[src/rtl/pistorm_bus_arbiter.sv]
// 68000 bus arbiter between the Pi-side bus-cycle engine and external masters.
// Runs on PI_CLK and treats the 68K clock and bus-control lines as synchronised data.
module pistorm_bus_arbiter #(
    parameter int unsigned SYNC_STAGES    = 3,
    parameter int unsigned BR_FILTER      = 2,
    parameter int unsigned RELEASE_CYCLES = 1,
    parameter int unsigned GRANT_TIMEOUT  = 16
) (
    input  logic       PI_CLK,
    input  logic       RESET_SYNC,
    input  logic       M68K_CLK,
    input  logic       M68K_BR_n,
    input  logic       M68K_BGACK_n,
    input  logic       M68K_AS_n,
    input  logic       ENG_IDLE,
    input  logic       ENG_LATE,
    output logic       M68K_BG_n,
    output logic       ENG_ENABLE,
    output logic       BUS_DRIVE_EN,
    output logic [2:0] ARB_STATE,
    output logic       GRANT_ABORT
);

    localparam int unsigned BR_W  = $clog2(BR_FILTER + 1);
    localparam int unsigned GNT_W = $clog2(GRANT_TIMEOUT + 1);
    localparam int unsigned REL_W = $clog2(RELEASE_CYCLES + 1);

    typedef enum logic [2:0] {
        ST_OWN   = 3'd0,
        ST_WAIT  = 3'd1,
        ST_GRANT = 3'd2,
        ST_EXT   = 3'd3,
        ST_REL   = 3'd4
    } state_t;

    state_t                 state;
    logic [SYNC_STAGES-1:0] clk_sync;
    logic [SYNC_STAGES-1:0] br_sync;
    logic [SYNC_STAGES-1:0] bgack_sync;
    logic [SYNC_STAGES-1:0] as_sync;
    logic                   clk_prev;
    logic [BR_W-1:0]        br_cnt;
    logic [GNT_W-1:0]       gnt_cnt;
    logic [REL_W-1:0]       rel_cnt;

    logic clk_s;
    logic br_s;
    logic bgack_s;
    logic as_s;
    logic c8m_rise;
    logic c8m_fall;
    logic br_req;
    logic grant_ok;

    // Synchronisers preset high so reset never fakes a request or a clock edge.
    always_ff @(posedge PI_CLK) begin
        if (RESET_SYNC) begin
            clk_sync   <= '1;
            br_sync    <= '1;
            bgack_sync <= '1;
            as_sync    <= '1;
            clk_prev   <= 1'b1;
        end else begin
            clk_sync   <= {clk_sync[SYNC_STAGES-2:0], M68K_CLK};
            br_sync    <= {br_sync[SYNC_STAGES-2:0], M68K_BR_n};
            bgack_sync <= {bgack_sync[SYNC_STAGES-2:0], M68K_BGACK_n};
            as_sync    <= {as_sync[SYNC_STAGES-2:0], M68K_AS_n};
            clk_prev   <= clk_sync[SYNC_STAGES-1];
        end
    end

    assign clk_s    = clk_sync[SYNC_STAGES-1];
    assign br_s     = br_sync[SYNC_STAGES-1];
    assign bgack_s  = bgack_sync[SYNC_STAGES-1];
    assign as_s     = as_sync[SYNC_STAGES-1];
    assign c8m_rise = clk_s & ~clk_prev;
    assign c8m_fall = ~clk_s & clk_prev;

    // BR_n must stay low across BR_FILTER consecutive 68K rising edges.
    always_ff @(posedge PI_CLK) begin
        if (RESET_SYNC) begin
            br_cnt <= '0;
        end else if (c8m_rise) begin
            if (br_s) begin
                br_cnt <= '0;
            end else if (br_cnt != BR_W'(BR_FILTER)) begin
                br_cnt <= br_cnt + BR_W'(1);
            end
        end
    end

    assign br_req   = (br_cnt == BR_W'(BR_FILTER));
    // Grant either between engine cycles or inside a late cycle that still holds AS.
    assign grant_ok = c8m_fall & (ENG_IDLE | (ENG_LATE & ~as_s));

    always_ff @(posedge PI_CLK) begin
        if (RESET_SYNC) begin
            state        <= ST_OWN;
            M68K_BG_n    <= 1'b1;
            ENG_ENABLE   <= 1'b1;
            BUS_DRIVE_EN <= 1'b1;
            GRANT_ABORT  <= 1'b0;
            gnt_cnt      <= '0;
            rel_cnt      <= '0;
        end else begin
            GRANT_ABORT <= 1'b0;
            case (state)
                ST_OWN: begin
                    if (!bgack_s) begin
                        state        <= ST_EXT;
                        ENG_ENABLE   <= 1'b0;
                        BUS_DRIVE_EN <= 1'b0;
                    end else if (br_req) begin
                        state      <= ST_WAIT;
                        ENG_ENABLE <= 1'b0;
                    end
                end
                ST_WAIT: begin
                    if (!bgack_s) begin
                        state        <= ST_EXT;
                        BUS_DRIVE_EN <= 1'b0;
                    end else if (grant_ok) begin
                        state     <= ST_GRANT;
                        M68K_BG_n <= 1'b0;
                        gnt_cnt   <= '0;
                    end else if (!br_req) begin
                        state      <= ST_OWN;
                        ENG_ENABLE <= 1'b1;
                    end
                end
                ST_GRANT: begin
                    if (!bgack_s && as_s && ENG_IDLE) begin
                        state        <= ST_EXT;
                        M68K_BG_n    <= 1'b1;
                        BUS_DRIVE_EN <= 1'b0;
                    end else if (c8m_fall) begin
                        if ((br_s && bgack_s) || (gnt_cnt == GNT_W'(GRANT_TIMEOUT - 1))) begin
                            state       <= ST_OWN;
                            M68K_BG_n   <= 1'b1;
                            ENG_ENABLE  <= 1'b1;
                            GRANT_ABORT <= 1'b1;
                        end else begin
                            gnt_cnt <= gnt_cnt + GNT_W'(1);
                        end
                    end
                end
                ST_EXT: begin
                    if (bgack_s) begin
                        state   <= ST_REL;
                        rel_cnt <= '0;
                    end
                end
                ST_REL: begin
                    if (!bgack_s) begin
                        state <= ST_EXT;
                    end else if (c8m_fall) begin
                        if (rel_cnt == REL_W'(RELEASE_CYCLES - 1)) begin
                            state        <= ST_OWN;
                            ENG_ENABLE   <= 1'b1;
                            BUS_DRIVE_EN <= 1'b1;
                        end else begin
                            rel_cnt <= rel_cnt + REL_W'(1);
                        end
                    end
                end
                default: begin
                    state        <= ST_OWN;
                    M68K_BG_n    <= 1'b1;
                    ENG_ENABLE   <= 1'b1;
                    BUS_DRIVE_EN <= 1'b1;
                end
            endcase
        end
    end

    assign ARB_STATE = state;

endmodule

[config.mk]
export PLATFORM = sky130hd
export DESIGN_NAME = pistorm_bus_arbiter
export DESIGN_NICKNAME = d
export VERILOG_FILES = /design/src/rtl/pistorm_bus_arbiter.sv
export SDC_FILE = /design/constraint.sdc
export NUM_CORES = 1
export LEC_CHECK = 0
export ABC_CLOCK_PERIOD_IN_PS = 5420
export CORE_AREA = 2 2 45 58
export DETAILED_ROUTE_END_ITERATION = 6
export DIE_AREA = 0 0 47 60
export PLACE_DENSITY = 0.91
export SYNTH_ARGS = -nofsm -noshare
export SYNTH_HDL_FRONTEND = slang
export SYNTH_SLANG_ARGS = --single-unit
[constraint.sdc]
create_clock -name PI_CLK -period 5.42 [get_ports PI_CLK]
set_input_delay 1.355 -clock PI_CLK [delete_from_list [all_inputs] [get_ports PI_CLK]]
set_output_delay 1.355 -clock PI_CLK [all_outputs]
set_load 0.02 [all_outputs]
==> results.py <==
metrics = {
    "global_route": {
        "grt-ovfl-total": 0,
        "grt_pass1_vias": 982,
        "grt_pass1_wl_mm": 4.174,
        "antenna_found_initial": 0,
        "grt_max_degree": 31,
        "track_usage_pct": 20.28,
    },
    "sta": {
        "setup_viol": 0,
        "post-route-period-util_pct": 57.67,
        "rsz0062_at_grt": "no",
        "hold_violations": 0,
        "period_minus_slack_ps": 3126,
        "setup_ws_ps": 2294,
        "relSlewSlack_pct": 42.46,
        "worstMarginPinSlew_ps": 860.3,
        "max_freq_mhz": 319.9,
        "tns_ps": 0,
        "drv_slew": 0,
        "fin_skew_ps": 4.972,
    },
    "worst_setup_path": {
        "r2r_slack_ps": 3360,
        "cp_max_fo": 19,
        "setup.worst_path.start": "ARB_STATE[1]",
        "crit_path_end_kind": "output port",
        "reg2reg_depth": 5,
        "cpMaxStageDelayCell": "dfxtp_1",
        "r2r-end": "gnt_cnt[4]",
        "arrival_ps": 1770,
        "path_buf_inv": 1,
        "r2r_start": "ARB_STATE[1]",
        "endpoint": "ARB_STATE[1]",
        "critical_path_depth": 1,
        "crit_path_cell_trace": "clkdlybuf4s50_1",
        "startpoint_type": "flip-flop",
        "path_delay_family": "flip-flops",
        "required_ps": 4070,
        "cp_slowest_stage_delay_ps": 720,
        "crit_type": "flip-flop to output port",
    },
    "cts": {
        "tritoncts": "built",
        "clk_latency_ps": 330,
        "cts_root_buf": "clkbuf_4",
        "hold_buffers": 0,
        "h-tree-depth": 1,
        "cts.sinks": 27,
        "cts_setup_buffers": 0,
        "cts_inserted_buffers": 3,
        "cts-resized-gates": 0,
        "clock_path_buffers": 2,
        "clk_pin_slew_ps": 150,
    },
    "synth": {
        "synth-seq-area-share_pct": 42.65,
        "synth_largest_area_cell": "dfxtp_1",
        "synth_area_leaders": "dfxtp_1, or2_2, a21oi_1",
        "synth_area_um2": 1267,
        "synth-edff-count": 0,
        "synth_nets": 153,
        "yosysUniqueCellTypes": 45,
        "yosysMostFrequentCell": "dfxtp_1",
        "synth_flop_cell": "dfxtp_1",
        "yosys.area.top_type_share_pct": 42.65,
        "synth_warnings": 0,
        "ys_ff_latch": 27,
        "synthArstFlopShare_pct": 0,
        "ys_top_cells_by_count": "dfxtp_1, nor2_1, a21oi_1, or2_2, clkbuf_1",
        "avgSynthCellArea_um2": 8.926,
        "syn-instance-count": 142,
    },
    "die": {
        "num_rows": 20,
        "die_y_um": 60,
        "io-pin-count": 15,
        "die_x_um": 47,
        "core-area_um2": 2302,
        "start_util_pct": 55.05,
        "die-area_um2": 2820,
    },
    "placement": {
        "portBuffers": 14,
        "dpl.hpwl_mm": 1.779,
        "preCtsSetupSlack_ps": 2242,
        "gp_congestion": 0.8761,
    },
    "routing": {
        "viasPerCell": 5.826,
        "detail-route-antenna-nets": 0,
        "first_iter_violations": 29,
        "routedWlPerCell_um": 13.64,
        "first_pass_iters": 4,
        "vias": 1072,
        "drc_errors": 0,
        "drt_wl_total_mm": 2.509,
    },
    "cells_and_area": {
        "multiInputGateArea_um2": 663.1,
        "antenna_cells": 0,
        "regArea_um2": 540.5,
        "fin_nets": 163,
        "fillers": 203,
        "areaGrowthSynthToFinish_pct": 13.13,
        "drive_above_1_share_pct": 14.57,
    },
    "flow_run": {
        "maxCapViolCount": 0,
    },
    "power": {
        "power_uw": 371.6,
        "power_density_nw_per_um2": 259.1,
        "ir_drop_v": 0.0002440,
        "p_leak_nw": 0.5242,
    },
    "outcome": {
        "status": "completed",
    },
    "worst_hold_path": {
        "hp-class": "flip-flop to flip-flop",
    },
}
## layout by cell type (no fill, tap or decap), drive strengths merged, types with 2 or more instances in the layout
| cell | Yosys | routed |
|---|---|---|
| and2 | 2 | 2 |
| o21ai | 7 | 7 |
| nor3 | 2 | 2 |
| nor3b | 2 | 2 |
| and3 | 2 | 2 |
| a21o | 2 | 2 |
| a311oi | 3 | 3 |
| nor2b | 2 | 2 |
| nor4 | 2 | 2 |
| a21oi | 13 | 13 |
| nor2 | 14 | 14 |
| nand2 | 5 | 5 |
| inv | 5 | 5 |
| mux2i | 2 | 2 |
| or2 | 13 | 13 |
| clkdlybuf4s50 | 0 | 14 |
| and4b | 2 | 2 |
| nand3 | 3 | 3 |
| a31oi | 2 | 2 |
| nand2b | 2 | 2 |
| dfxtp | 27 | 27 |
| ha | 3 | 3 |
| o21bai | 2 | 2 |
| nand3b | 2 | 2 |
| clkbuf | 7 | 3 |
## area by class of cell
| cell class | count | share of cell area [%] |
|---|---|---|
| multi-input combinational | 101 | 46.25 |
| sequential | 27 | 37.70 |
| timing repair buffer | 14 | 9.773 |
| tap | 33 | 2.880 |
| clock buffer | 3 | 1.571 |
| inverter | 5 | 1.309 |
| clock inverter | 1 | 0.5236 |
## worst register-to-register path: stages, from the launching register on
cell     delay, ps
dfxtp_1        720
nor3b_2        370
nand4_1        250
o21ai_1        310
mux2i_1        230
nor2_1          50
## state kept, by name (all words and copies together) (netlist names)
register / flops
br_sync: 3
clk_sync: 3
GRANT_ABORT: 1
clk_prev: 1
M68K_BG_n: 1
as_sync: 3
ENG_ENABLE: 1
BUS_DRIVE_EN: 1
ARB_STATE: 3
gnt_cnt: 5
br_cnt: 2
bgack_sync: 3
## worst min-delay path by stage
stage	end	cells after the start	from	slack, ps
2_1_floorplan	as_sync[1]	1	as_sync[0]	390
3_3_place_gp	clk_sync[1]	1	clk_sync[0]	390
5_1_grt	clk_sync[2]	1	clk_sync[1]	450
3_5_place_dp	bgack_sync[2]	1	bgack_sync[1]	400
6_report	bgack_sync[2]	1	bgack_sync[1]	430
4_1_cts	bgack_sync[2]	1	bgack_sync[1]	430
## per-layer routing
| metal | share of wire (%) | vias to the layer above | track usage [%] |
|---|---|---|---|
| met2 | 51 | 46 | 32.88 |
| met3 | 5.7 | 13 | 4.230 |
| met4 | 2.4 | 0 | 8.333 |
| met1 | 41 | 488 | 25.52 |
| li1 | - | 525 | - |
| met5 | 0 | - | 0 |
## kinds of logic (layout without fill, tap and decap cells)
family	after synthesis	in the layout	synth area share, %
mux	3	3	2.468
flops	27	27	42.65
compound gates	37	37	20.24
simple gates	58	58	26.65
fa+ha+maj	3	3	2.962
buf+inv	14	23	5.035
## where the power goes
part / switching (mW) / internal, mW
clock network: 0.0612 / 0.0283
registers: 0.0134 / 0.206
logic: 0.0308 / 0.0316
total: 0.105 / 0.266
## metrics by stage
stage / std cells / instance area [um2] / hold WS, ps / utilization [%]
finish: 184 / 1434 / 427.5 / 62.28
global route: 184 / 1434 / 446.0 / 62.28
CTS: 184 / 1434 / 429.4 / 62.28
detailed placement: 180 / 1404 / 396.5 / 60.98
global placement: 180 / 1404 / 394.3 / 60.98
floorplan: 142 / 1267 / 389.5 / -
Power figures use the tool's default switching activity.
